### src/rtl/rtc_bus_sequencer_pkg.sv
// rtl/rtc_bus_sequencer_pkg.sv - shared encodings and constants for the RTC bus sequencer
package rtc_bus_sequencer_pkg;

  typedef enum logic [2:0] {
    ST_IDLE  = 3'd0,
    ST_A_SET = 3'd1,
    ST_A_STB = 3'd2,
    ST_A_HLD = 3'd3,
    ST_D_SET = 3'd4,
    ST_D_STB = 3'd5,
    ST_D_HLD = 3'd6,
    ST_GAP   = 3'd7
  } state_t;

  localparam int RQ_INIT = 0;
  localparam int RQ_WR   = 1;
  localparam int RQ_RD   = 2;

  localparam logic [7:0] CMD_XFER_0      = 8'hF0;
  localparam logic [7:0] CMD_XFER_1      = 8'hF1;
  localparam logic [7:0] CMD_XFER_2      = 8'hF2;
  localparam logic [7:0] ADDR_DATE_DAY   = 8'h24;
  localparam logic [7:0] ADDR_DATE_MONTH = 8'h25;
  localparam logic [7:0] ADDR_DATE_YEAR  = 8'h26;

  // Strict priority: init beats write beats read.
  function automatic logic [2:0] pick_winner(input logic [2:0] req);
    logic [2:0] w;
    w = 3'b000;
    if (req[RQ_INIT])    w[RQ_INIT] = 1'b1;
    else if (req[RQ_WR]) w[RQ_WR]   = 1'b1;
    else if (req[RQ_RD]) w[RQ_RD]   = 1'b1;
    return w;
  endfunction

  function automatic logic [1:0] onehot_index(input logic [2:0] oh);
    if (oh[RQ_RD]) return 2'd2;
    if (oh[RQ_WR]) return 2'd1;
    return 2'd0;
  endfunction

endpackage

### src/rtl/rtc_refresh_timer.sv
// rtl/rtc_refresh_timer.sv - free-running wrap counter producing a one-cycle periodic tick
module rtc_refresh_timer #(
  parameter int REFRESH_CYC = 10_000_000
) (
  input  logic clk,
  input  logic reset,
  output logic tick
);

  localparam int CW = (REFRESH_CYC > 1) ? $clog2(REFRESH_CYC) : 1;
  localparam logic [CW-1:0] LAST = CW'(REFRESH_CYC - 1);

  logic [CW-1:0] cnt_q, cnt_d;

  always_comb begin
    cnt_d = (cnt_q == LAST) ? '0 : cnt_q + CW'(1);
  end

  always_ff @(posedge clk or negedge reset) begin
    if (!reset) cnt_q <= '0;
    else        cnt_q <= cnt_d;
  end

  assign tick = (cnt_q == LAST);

endmodule

### src/rtl/rtc_bus_sequencer.sv
// rtl/rtc_bus_sequencer.sv - arbitrates three requesters onto the multiplexed RTC bus
module rtc_bus_sequencer
  import rtc_bus_sequencer_pkg::*;
#(
  parameter int PH_CYC      = 10,
  parameter int REFRESH_CYC = 10_000_000
) (
  input  logic        clk,
  input  logic        reset,
  input  logic [2:0]  req,
  input  logic [2:0]  lock,
  input  logic [2:0]  op_wr,
  input  logic [23:0] addr_bus,
  input  logic [23:0] wdata_bus,
  output logic [2:0]  gnt,
  output logic [2:0]  ack,
  output logic [7:0]  rdata,
  output logic        busy,
  output logic        refresh_tick,
  output logic [7:0]  ad_out,
  output logic        ad_oe,
  input  logic [7:0]  ad_in,
  output logic        cs_n,
  output logic        rd_n,
  output logic        wr_n,
  output logic        a_d
);

  localparam int PW = (PH_CYC > 1) ? $clog2(PH_CYC) : 1;
  localparam logic [PW-1:0] PH_LAST = PW'(PH_CYC - 1);

  state_t        state_q, state_d;
  logic [PW-1:0] ph_cnt_q, ph_cnt_d;
  logic [2:0]    gnt_q, gnt_d;
  logic [7:0]    addr_q, addr_d;
  logic [7:0]    wdata_q, wdata_d;
  logic [7:0]    rdata_q, rdata_d;
  logic          op_wr_q, op_wr_d;
  logic          cap;
  logic [2:0]    cap_sel;
  logic [2:0]    winner;
  logic          ph_last;

  assign ph_last = (ph_cnt_q == PH_LAST);
  assign winner  = pick_winner(req);

  always_comb begin
    state_d = state_q;
    gnt_d   = gnt_q;
    cap     = 1'b0;
    cap_sel = gnt_q;
    case (state_q)
      ST_IDLE: begin
        // A held grant (locked owner went idle) excludes everyone else.
        if ((lock & gnt_q) != 3'b000) begin
          if ((req & gnt_q) != 3'b000) begin
            state_d = ST_A_SET;
            cap     = 1'b1;
          end
        end else begin
          gnt_d = winner;
          if (winner != 3'b000) begin
            state_d = ST_A_SET;
            cap     = 1'b1;
            cap_sel = winner;
          end
        end
      end
      ST_A_SET: if (ph_last) state_d = ST_A_STB;
      ST_A_STB: if (ph_last) state_d = ST_A_HLD;
      ST_A_HLD: if (ph_last) state_d = ST_D_SET;
      ST_D_SET: if (ph_last) state_d = ST_D_STB;
      ST_D_STB: if (ph_last) state_d = ST_D_HLD;
      ST_D_HLD: if (ph_last) state_d = ST_GAP;
      ST_GAP: begin
        if ((lock & gnt_q) != 3'b000) begin
          if ((req & gnt_q) != 3'b000) begin
            state_d = ST_A_SET;
            cap     = 1'b1;
          end else begin
            state_d = ST_IDLE;
          end
        end else begin
          gnt_d   = 3'b000;
          state_d = ST_IDLE;
        end
      end
      default: state_d = ST_IDLE;
    endcase

    addr_d  = addr_q;
    wdata_d = wdata_q;
    op_wr_d = op_wr_q;
    if (cap) begin
      case (onehot_index(cap_sel))
        2'd0: begin
          addr_d  = addr_bus[7:0];
          wdata_d = wdata_bus[7:0];
          op_wr_d = op_wr[0];
        end
        2'd1: begin
          addr_d  = addr_bus[15:8];
          wdata_d = wdata_bus[15:8];
          op_wr_d = op_wr[1];
        end
        default: begin
          addr_d  = addr_bus[23:16];
          wdata_d = wdata_bus[23:16];
          op_wr_d = op_wr[2];
        end
      endcase
    end

    rdata_d = rdata_q;
    if (state_q == ST_D_STB && ph_last && !op_wr_q) rdata_d = ad_in;

    if (state_d != state_q || state_q == ST_IDLE || state_q == ST_GAP) ph_cnt_d = '0;
    else                                                               ph_cnt_d = ph_cnt_q + PW'(1);
  end

  always_ff @(posedge clk or negedge reset) begin
    if (!reset) begin
      state_q  <= ST_IDLE;
      ph_cnt_q <= '0;
      gnt_q    <= 3'b000;
      addr_q   <= 8'h00;
      wdata_q  <= 8'h00;
      rdata_q  <= 8'h00;
      op_wr_q  <= 1'b0;
    end else begin
      state_q  <= state_d;
      ph_cnt_q <= ph_cnt_d;
      gnt_q    <= gnt_d;
      addr_q   <= addr_d;
      wdata_q  <= wdata_d;
      rdata_q  <= rdata_d;
      op_wr_q  <= op_wr_d;
    end
  end

  // Strobes decode straight from the state register so an async reset releases the bus at once.
  always_comb begin
    ad_out = 8'h00;
    ad_oe  = 1'b0;
    a_d    = 1'b1;
    cs_n   = 1'b1;
    rd_n   = 1'b1;
    wr_n   = 1'b1;
    case (state_q)
      ST_A_SET, ST_A_STB, ST_A_HLD: begin
        a_d    = 1'b0;
        ad_oe  = 1'b1;
        ad_out = addr_q;
        if (state_q == ST_A_STB) begin
          cs_n = 1'b0;
          wr_n = 1'b0;
        end
      end
      ST_D_SET, ST_D_STB, ST_D_HLD: begin
        if (op_wr_q) begin
          ad_oe  = 1'b1;
          ad_out = wdata_q;
        end
        if (state_q == ST_D_STB) begin
          cs_n = 1'b0;
          if (op_wr_q) wr_n = 1'b0;
          else         rd_n = 1'b0;
        end
      end
      default: ;
    endcase
  end

  assign gnt   = gnt_q;
  assign ack   = (state_q == ST_GAP) ? gnt_q : 3'b000;
  assign busy  = (state_q != ST_IDLE);
  assign rdata = rdata_q;

  rtc_refresh_timer #(
    .REFRESH_CYC(REFRESH_CYC)
  ) u_refresh_timer (
    .clk  (clk),
    .reset(reset),
    .tick (refresh_tick)
  );

endmodule
### config.mk
export PLATFORM = sky130hd
export DESIGN_NAME = rtc_bus_sequencer
export DESIGN_NICKNAME = d
export VERILOG_FILES = /design/src/rtl/rtc_bus_sequencer_pkg.sv /design/src/rtl/rtc_refresh_timer.sv /design/src/rtl/rtc_bus_sequencer.sv
export SDC_FILE = /design/constraint.sdc
export NUM_CORES = 1
export LEC_CHECK = 0
export BUFFER_PORTS_ARGS = -buffer_cell sky130_fd_sc_hd__buf_2
export CORE_ASPECT_RATIO = 0.7
export CORE_MARGIN = 2
export CORE_UTILIZATION = 56
export CTS_CLUSTER_SIZE = 20
export DETAILED_ROUTE_END_ITERATION = 7
export GPL_TIMING_DRIVEN = 0
export PLACE_DENSITY = 0.93
export SYNTH_ARGS = -nofsm -noshare
export SYNTH_HDL_FRONTEND = slang
export SYNTH_HIERARCHICAL = 1
export SYNTH_SLANG_ARGS = --single-unit
### constraint.sdc
create_clock -name clk -period 4.25 [get_ports clk]
set_input_delay 0 -clock clk [delete_from_list [all_inputs] [get_ports clk]]
set_output_delay 0 -clock clk [all_outputs]
set_load 0.01 [all_outputs]
==> impl_metrics.csv <==
group,metric,value,unit
timing,setup-tns-final,0,ns
clock_network,clockBufferDepth,2,
worst_setup_path,crit_family,"buffers and inverters",
timing,worst_pin_slew,0.8077,ns
worst_setup_path,critPathMaxFanout,10,
drt,via_per_inst,5.826,
clock_network,htree_levels,3,
worst_setup_path,rr_worst_depth,7,
worst_setup_path,arrival,2.97,ns
yosys,synth-edff-count,0,
worst_setup_path,crit_chain,"a222oi_1 > buf_4 > mux2i_4 > nand2_2 > a21oi_4 > a211oi_1 > dlygate4sd3_1",
final_layout,final_core_util,77.14,%
final_layout,fill_cells,366,
timing,fin_skew,0.007142,ns
global_routing,grtUsageTotal,27.66,%
worst_hold_path,whs_path_depth,3,
worst_setup_path,crit_required,4.47,ns
timing,hold_viol_final,0,
final_layout,drive_above_1_share,32.89,%
die,die_width,95.50,um
worst_setup_path,crit_slowest_cell,"dlygate4sd3_1",
clock_network,root_buffer,"clkbuf_8",
clock_network,clk_pin_slew_worst_paths,0.07,ns
yosys,yosysWarningCount,6,
timing,finalSetupViolations,0,
drt,finalWirelength,8.756,mm
clock_network,cts_sinks,59,
drt,route.detailed.drc,0,
yosys,synth_top_cells_by_area,"dfrtp_1 45%, mux2i_1 5.8%, nor2_1 4.5%",
yosys,ys_types,56,
timing,whs,0.01488,ns
global_routing,grt_pass1_vias,2914,
worst_setup_path,r2r_slack,1.50,ns
timing,max_slew_margin,45.95,%
die,coreArea,5698,sq um
worst_setup_path,r2r-end,"wdata_q[1]$_DFFE_PN0P_",
worst_setup_path,critPathKind,"flip-flop to flip-flop",
yosys,syn_area,3282,sq um
timing,fin_crit,2.746,ns
drt,routedWlPerCell,16.77,um
yosys,avgSynthCellArea,10.73,sq um
worst_setup_path,slowest_delay,0.57,ns
die,io_pins,96,
timing,fin_crit_sh,64.61,%
power_and_ir_drop,power.density,305.8,nW/um^2
yosys,synth_async_sr_flop_share,100.0,%
worst_hold_path,hold_path.startpoint,"wdata_bus[11]",
yosys,synth_top_flop_cell,"dfrtp_1",
yosys,yosysMostFrequentCell,"dfrtp_1",
power_and_ir_drop,p_leak,2.114,nW
placed_design,gp_congestion,0.8634,
final_layout,layoutNonFillerInstCount,522,
power_and_ir_drop,vdd_drop_max,0.2233,mV
final_layout,nets,513,
yosys,yosysTopAreaCell,"dfrtp_1",
worst_hold_path,whs_endpoint,"wdata_q[3]$_DFFE_PN0P_",
clock_network,clock_latency,0.34,ns
yosys,ys_seq_elements,59,
worst_setup_path,critPathBufInv,2,
drt,first_pass_iters,5,
die,die_h,68.05,um
timing,timing.fmax,0.3642,GHz
global_routing,grt-ovfl-total,0,
final_layout,syn_to_final_growth,33.93,%
global_routing,antenna_found_initial,0,
global_routing,grt_max_degree,60,
worst_setup_path,rr_startpoint,"gnt[0]$_DFFE_PN0P_",
final_layout,antenna_cells,0,
global_routing,grt_pass1_wl,13.43,mm
drt,drt_iter0_drc,239,
yosys,yosys-top-cells-count,"59 x dfrtp_1, 39 x nor2_1, 20 x a21oi_1, 19 x mux2i_1, 16 x xnor2_1",
placed_design,dp_cells,476,
placed_design,dpl_cell_area,3851,sq um
clock_network,cts_inserted_buffers,9,
die,die_area,6499,sq um
status,outcome,"completed",
timing,maxSlewViolCount,0,
yosys,yosysSeqAreaShare,44.99,%
worst_hold_path,worstHoldPathType,"input pin to flip-flop",
placed_design,io_buffers,95,
final_layout,fin_area,4395,sq um
drt,drtAntennaViolNets,0,
timing,rsz0062_at_grt,"no",
placed_design,dp_hpwl,5.687,mm
worst_setup_path,cp-end-kind,"flip-flop",
yosys,yosysTopAreaCellShare,44.99,%
yosys,postSynthCellCount,306,
clock_network,tritoncts,"built",
worst_setup_path,start_kind,"flip-flop",
die,row_count,23,
yosys,syn_nets,377,
drt,vias,3041,
job,drv_cap,0,
die,initial_core_util,57.60,%
flip-flops by register name, summed over array words and instances, names as in the netlist:
| register | count |
|---|---|
| state_q | 3 |
| op_wr_q | 1 |
| addr_q | 8 |
| ph_cnt_q | 4 |
| gnt | 3 |
| rdata | 8 |
| wdata_q | 8 |
| u_refresh_timer/cnt_q | 24 |
cell families (layout without fill, tap and decap cells):
kind of cell	count (synthesis)	in the layout	synth area share, %
compound gates	68	68	16.74
xor+xnor	19	19	5.071
fa+ha+maj	4	4	1.525
buf+inv	22	163	3.927
flops	59	59	44.99
mux	28	28	9.226
simple gates	106	106	18.53
layout make-up:
class / count / area, sq um / area share (%)
multi-input cells: 225 / 1677 / 38.14
clock inverters: 5 / 100.1 / 2.277
flip-flops and latches: 59 / 1476 / 33.59
inverters: 11 / 41.29 / 0.9394
clock buffers: 11 / 141.4 / 3.217
well taps: 75 / 93.84 / 2.135
repair buffers: 125 / 778.2 / 17.71
plain buffers: 11 / 87.58 / 1.993
per-stage QoR:
step                total power, mW  setup slack, ns
floorplan                    0.6456            2.220
global placement             0.7057            1.982
detailed placement           0.7103            1.887
CTS                           1.352            1.574
global route                  1.392            1.368
finish                        1.344            1.504
worst max-delay path by stage:
stage,startpoint,end,slack [ns],cells past startpoint
after floorplan,gnt[1]$_DFFE_PN0P_,addr_q[0]$_DFFE_PN0P_,2.22,7
after global placement,gnt[1]$_DFFE_PN0P_,addr_q[0]$_DFFE_PN0P_,1.98,7
after detailed placement,gnt[1]$_DFFE_PN0P_,addr_q[5]$_DFFE_PN0P_,1.89,6
after CTS,gnt[1]$_DFFE_PN0P_,wdata_q[1]$_DFFE_PN0P_,1.57,7
after global routing,gnt[1]$_DFFE_PN0P_,wdata_q[1]$_DFFE_PN0P_,1.37,7
final,gnt[0]$_DFFE_PN0P_,wdata_q[1]$_DFFE_PN0P_,1.50,7
repair_timing:
action / CTS / global route
hold endpoints to repair: 80 / 0
buffers inserted: 0 / 0
hold buffers: 30 / 0
resized for setup: 0 / 0
worst register-to-register path, stage by stage, from the launching register on:
cell and delay, ns:
dfrtp_1 0.43, a222oi_1 0.38, buf_4 0.25, mux2i_4 0.45, nand2_2 0.15, a21oi_4 0.28, a211oi_1 0.11, dlygate4sd3_1 0.57
layer usage:
metal | wire length, um | GRT usage, %
met5 | 0 | 0
met2 | 4390 | 47.10
met1 | 3502 | 33.64
met3 | 708 | 7.379
met4 | 155 | 12.14
cells in the final DEF (no fill, tap or decap), types with 3 or more instances in the layout:
master	netlist	layout
a211oi_1	7	7
a211oi_2	10	10
a21oi_1	20	20
a22o_1	9	9
a31oi_1	3	3
and2_1	4	4
buf_2	3	97
buf_4	3	4
bufinv_16	0	3
clkbuf_1	2	3
clkbuf_8	0	10
dfrtp_1	59	59
dlygate4sd3_1	0	30
ha_1	4	4
inv_1	9	9
mux2_1	8	8
mux2i_1	19	19
nand2_1	13	13
nand3_1	10	10
nand4_1	4	4
nand4_4	3	3
nor2_1	39	39
nor3_1	10	10
o21ai_0	4	4
xnor2_1	16	16
xor2_1	3	3
power by group:
group	leakage (nW)	switching (mW)	internal (mW)
registers	0.734	0.0103	0.578
clock network	0.123	0.216	0.404
logic	1.26	0.0625	0.0736
total	2.11	0.288	1.06
No activity file was read; power rests on OpenSTA's default activity.
